**config.mk**
```make
export PLATFORM = sky130hd
export DESIGN_NAME = cpu_boot_loader
export DESIGN_NICKNAME = d
export VERILOG_FILES = /design/src/rtl/cpu_boot_loader.sv
export SDC_FILE = /design/constraint.sdc
export NUM_CORES = 1
export LEC_CHECK = 0
export CAP_MARGIN = 0
export CORE_MARGIN = 1
export CORE_UTILIZATION = 30
export CTS_BUF_LIST = sky130_fd_sc_hd__clkbuf_8 sky130_fd_sc_hd__clkbuf_16
export DETAILED_ROUTE_END_ITERATION = 6
export SLEW_MARGIN = 15
export SYNTH_ARGS = -nofsm -noshare
export SYNTH_HDL_FRONTEND = slang
export SYNTH_SLANG_ARGS = --single-unit
```
**constraint.sdc**
```tcl
create_clock -name clk -period 8.5 [get_ports clk]
set_input_delay 1.7 -clock clk [delete_from_list [all_inputs] [get_ports clk]]
set_output_delay 1.7 -clock clk [all_outputs]
set_load 0.05 [all_outputs]
```
**src/rtl/cpu_boot_loader.sv**
```systemverilog
// Host-side loader for the 5-stage cpu: parses a header/program/data word stream,
// fills instruction and data memory, runs the core for R cycles, then dumps data memory.
module cpu_boot_loader #(
    parameter int IMEM_WORDS = 512,
    parameter int DMEM_WORDS = 1024
) (
    input  logic        clk,
    input  logic        rst,
    input  logic        s_valid,
    input  logic [31:0] s_data,
    output logic        s_ready,
    output logic        m_valid,
    output logic [63:0] m_data,
    input  logic        m_ready,
    output logic        cpu_enable,
    output logic [63:0] imem_addr,
    output logic        imem_wen,
    output logic        imem_ren,
    output logic [31:0] imem_wdata,
    output logic [63:0] dmem_addr,
    output logic        dmem_wen,
    output logic        dmem_ren,
    output logic [63:0] dmem_wdata,
    input  logic [63:0] dmem_rdata,
    output logic        busy,
    output logic        done,
    output logic        err
);

    typedef enum logic [3:0] {
        IDLE, HDR1, HDR2, LD_I, LD_D_LO, LD_D_HI,
        RUN, DUMP_RD, DUMP_WAIT, DUMP_OUT, DONE, ERR
    } state_t;

    state_t      state_q, state_d;
    logic [15:0] nI_q, nI_d, nD_q, nD_d, nO_q, nO_d, cnt_q, cnt_d;
    logic [31:0] runCnt_q, runCnt_d, lo_q, lo_d, imemWdata_q, imemWdata_d;
    logic [63:0] imemAddr_q, imemAddr_d, dmemAddr_q, dmemAddr_d;
    logic [63:0] dmemWdata_q, dmemWdata_d, mData_q, mData_d;
    logic        imemWen_q, imemWen_d, dmemWen_q, dmemWen_d, cpuEn_q, cpuEn_d;
    logic        accept, headerBad;

    assign s_ready    = state_q inside {IDLE, HDR1, HDR2, LD_I, LD_D_LO, LD_D_HI};
    assign accept     = s_valid && s_ready;
    assign headerBad  = (32'(nI_q) > IMEM_WORDS) || (32'(nD_q) > DMEM_WORDS)
                      || (32'(s_data[15:0]) > DMEM_WORDS);

    assign m_valid    = (state_q == DUMP_OUT);
    assign m_data     = mData_q;
    assign cpu_enable = cpuEn_q;
    assign imem_addr  = imemAddr_q;
    assign imem_wen   = imemWen_q;
    assign imem_ren   = 1'b0;
    assign imem_wdata = imemWdata_q;
    assign dmem_ren   = (state_q == DUMP_RD);
    assign dmem_addr  = dmem_ren ? {45'd0, cnt_q, 3'b000} : dmemAddr_q;
    assign dmem_wen   = dmemWen_q;
    assign dmem_wdata = dmemWdata_q;
    assign busy       = !(state_q inside {IDLE, DONE, ERR});
    assign done       = (state_q == DONE);
    assign err        = (state_q == ERR);

    always_ff @(posedge clk) begin
        if (rst) begin
            state_q     <= IDLE;
            nI_q        <= '0;
            nD_q        <= '0;
            nO_q        <= '0;
            cnt_q       <= '0;
            runCnt_q    <= '0;
            lo_q        <= '0;
            imemWdata_q <= '0;
            imemAddr_q  <= '0;
            dmemAddr_q  <= '0;
            dmemWdata_q <= '0;
            mData_q     <= '0;
            imemWen_q   <= 1'b0;
            dmemWen_q   <= 1'b0;
            cpuEn_q     <= 1'b0;
        end else begin
            state_q     <= state_d;
            nI_q        <= nI_d;
            nD_q        <= nD_d;
            nO_q        <= nO_d;
            cnt_q       <= cnt_d;
            runCnt_q    <= runCnt_d;
            lo_q        <= lo_d;
            imemWdata_q <= imemWdata_d;
            imemAddr_q  <= imemAddr_d;
            dmemAddr_q  <= dmemAddr_d;
            dmemWdata_q <= dmemWdata_d;
            mData_q     <= mData_d;
            imemWen_q   <= imemWen_d;
            dmemWen_q   <= dmemWen_d;
            cpuEn_q     <= cpuEn_d;
        end
    end

    // Empty phases are skipped by choosing the first non-empty successor directly.
    // RUN is always entered so the final load write retires before the core starts.
    always_comb begin
        state_d     = state_q;
        nI_d        = nI_q;
        nD_d        = nD_q;
        nO_d        = nO_q;
        cnt_d       = cnt_q;
        runCnt_d    = runCnt_q;
        lo_d        = lo_q;
        imemWdata_d = imemWdata_q;
        imemAddr_d  = imemAddr_q;
        dmemAddr_d  = dmemAddr_q;
        dmemWdata_d = dmemWdata_q;
        mData_d     = mData_q;
        imemWen_d   = 1'b0;
        dmemWen_d   = 1'b0;
        cpuEn_d     = 1'b0;
        case (state_q)
            IDLE: if (accept) begin
                nI_d    = s_data[15:0];
                nD_d    = s_data[31:16];
                state_d = HDR1;
            end
            HDR1: if (accept) begin
                runCnt_d = s_data;
                state_d  = HDR2;
            end
            HDR2: if (accept) begin
                nO_d  = s_data[15:0];
                cnt_d = '0;
                if (headerBad)        state_d = ERR;
                else if (nI_q != '0)  state_d = LD_I;
                else if (nD_q != '0)  state_d = LD_D_LO;
                else                  state_d = RUN;
            end
            LD_I: if (accept) begin
                imemWen_d   = 1'b1;
                imemAddr_d  = {46'd0, cnt_q, 2'b00};
                imemWdata_d = s_data;
                if (cnt_q == nI_q - 16'd1) begin
                    cnt_d   = '0;
                    state_d = (nD_q != '0) ? LD_D_LO : RUN;
                end else begin
                    cnt_d = cnt_q + 16'd1;
                end
            end
            LD_D_LO: if (accept) begin
                lo_d    = s_data;
                state_d = LD_D_HI;
            end
            LD_D_HI: if (accept) begin
                dmemWen_d   = 1'b1;
                dmemAddr_d  = {45'd0, cnt_q, 3'b000};
                dmemWdata_d = {s_data, lo_q};
                if (cnt_q == nD_q - 16'd1) begin
                    cnt_d   = '0;
                    state_d = RUN;
                end else begin
                    cnt_d   = cnt_q + 16'd1;
                    state_d = LD_D_LO;
                end
            end
            RUN: begin
                if (runCnt_q != '0) begin
                    cpuEn_d  = 1'b1;
                    runCnt_d = runCnt_q - 32'd1;
                end else begin
                    cnt_d   = '0;
                    state_d = (nO_q != '0) ? DUMP_RD : DONE;
                end
            end
            DUMP_RD:   state_d = DUMP_WAIT;
            DUMP_WAIT: begin
                mData_d = dmem_rdata;
                state_d = DUMP_OUT;
            end
            DUMP_OUT: if (m_ready) begin
                if (cnt_q == nO_q - 16'd1) begin
                    state_d = DONE;
                end else begin
                    cnt_d   = cnt_q + 16'd1;
                    state_d = DUMP_RD;
                end
            end
            DONE:    state_d = DONE;
            ERR:     state_d = ERR;
            default: state_d = IDLE;
        endcase
    end

endmodule

```
* Yosys cells after proc, flatten, opt, wreduce, memory -nomap -nowiden
Cells that the tools add are included.
W data, S select, Z words.
** Word-level totals
- Flip-flop bits (word level) :: 327
- Input port bits :: 100
- Output and inout port bits :: 298
- Logic and storage cells :: 106
** Cells by class
- Add/sub/neg operators :: 5
- Magnitude comparators :: 3
- Equality and inequality tests :: 25
- Mux-type cells :: 31
- Bitwise gates (word level) :: 3
- Reductions and logical operators :: 24
** Operator list (number)
- $mux W16 :: 8
- $pmux W16 S5 :: 1
- $mux W32 :: 2
- $pmux W32 S2 :: 1
- $eq A16 B16 Y1 :: 3
- $mux W4 :: 12
- $pmux W4 S12 :: 1
- $reduce_bool A16 Y1 :: 3
- $sub A16 B1 Y16 const B :: 3
- $gt A16 B11 Y1 const B :: 2
- $reduce_bool A32 Y1 :: 1
- $sub A32 B1 Y32 const B :: 1
- $mux W19 :: 1
- $ne A2 B2 Y1 const B :: 9
- $add A16 B1 Y16 const B :: 1
- $eq A4 B3 Y1 const B :: 4
- $eq A4 B4 Y1 const B :: 4
- $gt A16 B10 Y1 const B :: 1
- $reduce_and A2 Y1 :: 5
- $reduce_and A9 Y1 :: 1
- $eq A4 B2 Y1 const B :: 2
- $reduce_and A7 Y1 :: 1
- $reduce_bool A6 Y1 :: 1
- $reduce_or A2 Y1 :: 3
- 14 further kinds :: 20

* Logic depth before layout (Yosys ltp)
Gate-level depths: netlist of run 1.
- Depth in word-level cells :: 6
- Gate-level depth with buffers :: 13
- Gate-level depth less buffers :: 10

* Least setup slack after synthesis of run 1
No wires, ideal clock.
- Path type :: flip-flop to output port
- From :: register state_q[1]
- To :: output port dmem_addr[18]
- Data arrival time :: 2.373 ns
- Required time :: 6.800 ns
- Path slack :: 4.427 ns
- Stages on the path, launching flop included :: 7
- Path buffers :: 2
- Cell sequence :: dfxtp_1 clkbuf_1 inv_1 nor2_1 nand3_1 clkbuf_1 o21ai_0
** On the way
- Word-level cells in the longest chain between the ends :: 2
** RTL lines
- start, declared :: line 35 : state_t state_q, state_d;
- start signal, assigned :: line 81 : state_q <= state_d;
- $eq A4 B3 Y1 :: line 55 : assign dmem_ren = (state_q == DUMP_RD);
- $mux W19 :: line 56 : assign dmem_addr = dmem_ren ? {45'd0, cnt_q, 3'b000} : dmemAddr_q;
- end, declared :: line 20 : output logic [63:0] dmem_addr,
Every way passes these cells.

* Final worst setup path of run 1
- From :: register state_q[2]
- To :: output port dmem_addr[5]
The elaborated chain is that of the path after synthesis.

==> run_results.csv, run 1 <==
group,metric,value,unit
logic_synthesis,synth_edf_count,0,
logic_synthesis,async_flop_share,0,
timing,finalHoldViolCount,0,
clocking,cts_buffers,39,
floorplanning,core,50400,sq um
clocking,cts.repair.resized,0,
pwr,power.density,216,nW/um^2
floorplanning,row_count,82,
detailed_routing,drt_iter0_drc,988,
clocking,clockBufferDepth,3,
clocking,clk_latency,0.57,ns
hold_path,holdCritPathClass,"register to register",
timing,finalMaxSlewViolations,0,
placed_design,io_buffers,300,
setup_path,worstPathMaxFanout,31,
floorplanning,dieArea,52200,sq um
setup_path,rrSetupSlack,4.63,ns
detailed_routing,wl_per_cell,18.0,microns
setup_path,path_class,"register to output pin",
clocking,h-tree-depth,2,
clocking,cts_tree,"done",
floorplanning,start_util,0.305,
grt,grt_max_degree,121,
hold_path,holdPathEnd,"imem_addr[15]",
logic_synthesis,synth_area_per_cell,7.40,sq um
detailed_routing,wirelength,53800,microns
status,outcome,"completed",
pwr,p_leak,6.77,nW
setup_path,timing.rr.start,"runCnt_q[9]",
clocking,clkTransAtPathRegs,0.05,ns
setup_path,worstPathRequired,6.80,ns
pwr,pwr-share-seq,0.391,
clocking,root_buffer,"clkbuf_16",
job,drv_cap,0,
floorplanning,io_pins,398,
hold_path,min_from,"imem_addr[15]",
timing,whs,0.451,ns
timing,relSlewSlack,0.213,
clocking,cts.hold.buffers_added,0,
timing,period_minus_slack,5.52,ns
detailed_routing,first_pass_iters,5,
logic_synthesis,synth_warnings,0,
timing,max_freq,0.181,GHz
grt,grt_pass1_vias,14000,
floorplanning,die_x,228,microns
cells_and_area,syn2layout_area_growth,28.8,%
cells_and_area,final_cell_mix,"nand2_1 (619), dfxtp_1 (327), a21oi_1 (317), clkdlybuf4s50_1 (299), conb_1 (97)",
setup_path,endpoint_kind,"output pin",
cells_and_area,diodes,0,
grt,grt_pass1_wl,82500,microns
cells_and_area,layout_commonest_cell,"nand2_1",
detailed_routing,viasPerCell,5.00,
pwr,irDropWorstVdd,0.000139,V
pwr,pwr-share-clk,0.403,
grt,track_usage,0.200,
clocking,cts_sinks,327,
pwr,switching_share,0.316,
logic_synthesis,synth_area,15400,sq um
floorplanning,die_y,228,microns
logic_synthesis,synth_seq_cells,327,
timing,setup_violations,0,
detailed_routing,ant_nets,0,
placed_design,dp_hpwl,36600,microns
logic_synthesis,synth_cell_types,70,
detailed_routing,drc,0,
cells_and_area,nets,2395,
timing,rsz0062_at_grt,"false",
timing,fin_skew,0.0265,ns
logic_synthesis,ys_seq_area_frac,0.426,
pwr,power.switching,0.00135,W
setup_path,cp.arrival,3.82,ns
clocking,postCtsSetupRepairBufs,0,
setup_path,start_kind,"register",
cells_and_area,drive_gt1_frac,0.0531,
setup_path,rr_endpoint,"cnt_q[2]",
grt,antenna_found_initial,3,
grt,overflow,0,
detailed_routing,vias,14900,
logic_synthesis,syn_inst,2079,
setup_path,reg2reg_depth,9,
cells_and_area,fill_cells,5193,
timing,worstMarginPinSlew,1.18,ns
pwr,internal_power,0.00292,W
timing,fin_crit_sh,0.649,
hold_path,holdPathStages,2,
timing,setup_tns,0,ns
logic_synthesis,synth_ff_type,"dfxtp_1",
placed_design,globalplace.congestion,0.908,
pwr,p_comb_frac,0.206,
[flip-flops by register name, summed over array words and instances, names as in the netlist, 4 cells and up]
register,cells
imem_wdata,32
imem_addr,16
runCnt_q,32
lo_q,32
nD_q,16
nO_q,16
nI_q,16
state_q,4
m_data,64
dmem_wdata,64
cnt_q,16
dmemAddr_q,16
[through the flow]
step	instances	power (W)	instance area (sq um)	setup WS, ns	utilization
3_5_place_dp	2921	0.00257	18500	3.59	0.367
2_1_floorplan	2175	0.00236	15700	4.43	-
3_3_place_gp	2921	0.00256	18500	3.75	0.367
4_1_cts	2987	0.00431	19800	2.98	0.393
6_report	2987	0.00428	19800	2.98	0.393
5_1_grt	2987	0.00446	19800	2.65	0.393
[synth_stat cells, types with 10 or more instances]
library cell / number / area (sq um)
nor4_1: 23 / 144
dfxtp_1: 327 / 6550
nand3_1: 30 / 150
a21oi_1: 317 / 1590
xor2_1: 24 / 210
nor3_1: 36 / 180
clkbuf_1: 139 / 522
o211ai_1: 33 / 248
nand2b_1: 11 / 68.8
o21ai_0: 60 / 300
a211oi_1: 13 / 97.6
nor2_1: 92 / 345
a22oi_1: 13 / 97.6
or3_1: 17 / 106
inv_1: 33 / 124
xnor2_1: 31 / 272
buf_4: 98 / 736
nand2_1: 620 / 2330
nand4_1: 10 / 62.6
[power groups by stage]
stage | Combinational (W) | Clock [W] | Sequential [W]
floorplan | 0.000627 | 0 | 0.00173
finish | 0.000882 | 0.00172 | 0.00167
global route | 0.000956 | 0.00182 | 0.00168
global placement | 0.000860 | 0 | 0.00170
CTS | 0.000875 | 0.00176 | 0.00167
detailed placement | 0.000871 | 0 | 0.00170
[worst max path at each step]
stage	startpoint	to	depth (start not counted)
detailed placement	state_q[2]	dmem_addr[5]	3
floorplan	state_q[1]	dmem_addr[18]	6
finish	state_q[2]	dmem_addr[5]	3
CTS	state_q[2]	dmem_addr[5]	3
global placement	state_q[2]	dmem_addr[17]	3
global route	state_q[2]	dmem_addr[18]	3
[logic make-up (layout without fill, tap and decap cells)]
kind of cell	Yosys count	after routing	synth area share
AOI/OAI and AO/OA	507	507	0.189
and+or+nand+nor	895	895	0.250
other	1	97	0.000244
xor gates and xnor gates	56	56	0.0328
DFF	327	327	0.426
muxes	5	5	0.00350
buffers and inverters	283	423	0.0951
adders and majority gates	5	5	0.00407
[area by class of cell]
type                    count  area [sq um]  share of cell area
multi-input cells        1565          7780               0.393
flip-flops and latches    327          6550               0.331
repair buffers            324          3190               0.161
inverters                  33           124             0.00626
well taps                 672           841              0.0425
clock inverters            18           225              0.0114
clock buffers              48          1100              0.0555
[metal layers]
| metal | track usage | part of all wire |
|---|---|---|
| met1 | 0.261 | 0.43 |
| met2 | 0.320 | 0.46 |
| met3 | 0.0509 | 0.078 |
| met4 | 0.0677 | 0.030 |
| met5 | 0 | 0.00073 |
[worst max-delay path, cell delays in order, from the launching register on]
cell and delay, ns:
dfxtp_1 0.87, nand3_1 0.98, o21ai_0 0.52, clkdlybuf4s50_1 0.87
No activity file was read; power rests on OpenSTA's default activity.
==> inputs of run 2 (changes only) <==
clock period = 5.6 ns   (was 8.5 ns; I/O delays follow)
==> run 2 against run 1 <==
Net effect: register-to-register slack worse by 2.9 ns; clock power is 47% higher; combinational power increased by 53%; global-route usage hardly changed; first-iteration DRC count rose by 17%; clock skew shrank 0.013 ns; worst hold slack hardly changed; sequential share of layout area barely moved; sequential cell count did not move; critical endpoint is now dmem_addr[4]; highest routed layer unchanged; sequential power increased by 52%; critical path depth grew 3.
==> run_results.csv, run 2 (synthesized netlist as in run 1, its figures left out) <==
group,metric,value,unit
floorplanning,core,50400,sq um
placed_design,place_area,18500,sq um
clocking,h-tree-depth,2,
cells_and_area,finalNonFillerCells,2996,
clocking,postCtsSetupRepairBufs,0,
clocking,cts_tree,"done",
setup_path,worstPathRequired,4.48,ns
floorplanning,dieArea,52200,sq um
floorplanning,die_x,228,microns
hold_path,holdCritPathClass,"register to register",
timing,period_minus_slack,4.29,ns
clocking,clkTransAtPathRegs,0.06,ns
clocking,cts_buffers,39,
timing,setup_tns,0,ns
pwr,p_leak,6.79,nW
clocking,clk_latency,0.56,ns
detailed_routing,drt_iter0_drc,1158,
job,drv_cap,0,
setup_path,worstPathMaxFanout,31,
placed_design,dp_hpwl,37000,microns
cells_and_area,final_design_area_no_fill,19800,sq um
detailed_routing,first_pass_iters,5,
clocking,cts_sinks,327,
cells_and_area,nets,2401,
timing,fin_crit_sh,0.766,
timing,worstMarginPinSlew,1.12,ns
floorplanning,die_y,228,microns
timing,fin_skew,0.0133,ns
timing,finalHoldViolCount,0,
detailed_routing,viasPerCell,5.02,
detailed_routing,ant_nets,0,
status,outcome,"completed",
detailed_routing,wl_met1,23900,microns
placed_design,io_buffers,300,
grt,grt_pass1_wl,82200,microns
grt,grt_max_degree,140,
clocking,root_buffer,"clkbuf_16",
cells_and_area,syn2layout_area_growth,28.8,%
timing,max_freq,0.233,GHz
cells_and_area,layout_commonest_cell,"nand2_1",
setup_path,cp_slowest_stage_delay,0.86,ns
pwr,irDropWorstVdd,0.000243,V
setup_path,start_kind,"register",
setup_path,crit_slowest_cell,"clkdlybuf4s50_1",
timing,finalMaxSlewViolations,0,
detailed_routing,wirelength,54600,microns
placed_design,globalplace.congestion,0.907,
clocking,cts.hold.buffers_added,0,
setup_path,path_class,"register to output pin",
placed_design,dp_cells,2926,
setup_path,cp.arrival,3.17,ns
detailed_routing,wl_met3,4420,microns
grt,antenna_found_initial,3,
pwr,power.density,324,nW/um^2
detailed_routing,top_layer_used,"met5",
setup_path,crit_path_cell_trace,"inv_1 -> nor2_1 -> nand3_1 -> buf_4 -> o21ai_0 -> clkdlybuf4s50_1",
grt,grt_pass1_vias,13900,
floorplanning,start_util,0.305,
grt,overflow,0,
grt,track_usage,0.200,
detailed_routing,vias,15000,
setup_path,rrSetupSlack,1.77,ns
detailed_routing,wl_met2,24100,microns
clocking,clockBufferDepth,3,
clocking,cts.repair.resized,0,
timing,setup_violations,0,
detailed_routing,drc,0,
floorplanning,io_pins,398,
cells_and_area,diodes,0,
setup_path,endpoint_kind,"output pin",
floorplanning,row_count,82,
cells_and_area,final_cell_mix,"nand2_1 (620), dfxtp_1 (327), a21oi_1 (317), clkdlybuf4s50_1 (299), conb_1 (97)",
timing,rsz0062_at_grt,"false",
detailed_routing,wl_per_cell,18.2,microns
timing,relSlewSlack,0.256,
cells_and_area,drive_gt1_frac,0.0559,
## run 2: changes by cell type in the layout (fill, tap and decap cells not counted)
| cell | before | now |
|---|---|---|
| nand2_1 | 619 | 620 |
| buf_4 | 24 | 29 |
| clkinv_16 | 1 | 0 |
| bufinv_16 | 4 | 2 |
| clkinv_2 | 4 | 8 |
| clkbuf_16 | 39 | 40 |
| clkbuf_8 | 9 | 8 |
| clkinv_4 | 0 | 1 |
| buf_8 | 1 | 2 |
| nand2_2 | 1 | 0 |
| inv_1 | 39 | 40 |
## run 2: final timing paths
| path | end | cells past startpoint | start |
|---|---|---|---|
| max | dmem_addr[4] | 6 | state_q[1] |
| min | m_data[57] | 2 | m_data[57] |
| max reg2reg | cnt_q[4] | 9 | runCnt_q[9] |
| min reg2reg | m_data[57] | 2 | m_data[57] |
## run 2: per-layer routing
layer  GRT usage  vias to the layer above
li1            -                     7267
met1       0.262                     7084
met2       0.307                      571
met3      0.0571                      119
met4      0.0849                        4
met5           0                        -
## run 2: power breakdown
group	leakage, nW	switching [W]	internal (W)
clock network	0.663	0.00104	0.00150
registers	2.64	0.000118	0.00242
logic	3.48	0.000907	0.000446
total	6.79	0.00206	0.00436
## run 2: worst max-delay path: cells and delay by family (launching register included)
family | cells | cell delay, ns
AND/OR/NAND/NOR | 2 | 0.42
buffers and inverters | 3 | 1.36
flip-flops | 1 | 0.55
AO/OA/AOI/OAI | 1 | 0.27
## run 2: layout make-up
cell class              instances  area [sq um]
well taps                     672           841
flip-flops and latches        327          6550
clock buffers                  48          1110
multi-input cells            1565          7780
clock inverters                21           168
repair buffers                330          3240
fillers                      5175         30600
inverters                      33           124
## run 2: through the flow
stage	total power, W	setup WS [ns]	hold slack, ns	util
2_1_floorplan	0.00358	2.11	0.432	-
3_3_place_gp	0.00390	1.94	0.437	0.367
3_5_place_dp	0.00392	1.94	0.446	0.367
4_1_cts	0.00646	1.33	0.453	0.393
5_1_grt	0.00670	1.13	0.460	0.393
6_report	0.00642	1.31	0.451	0.393
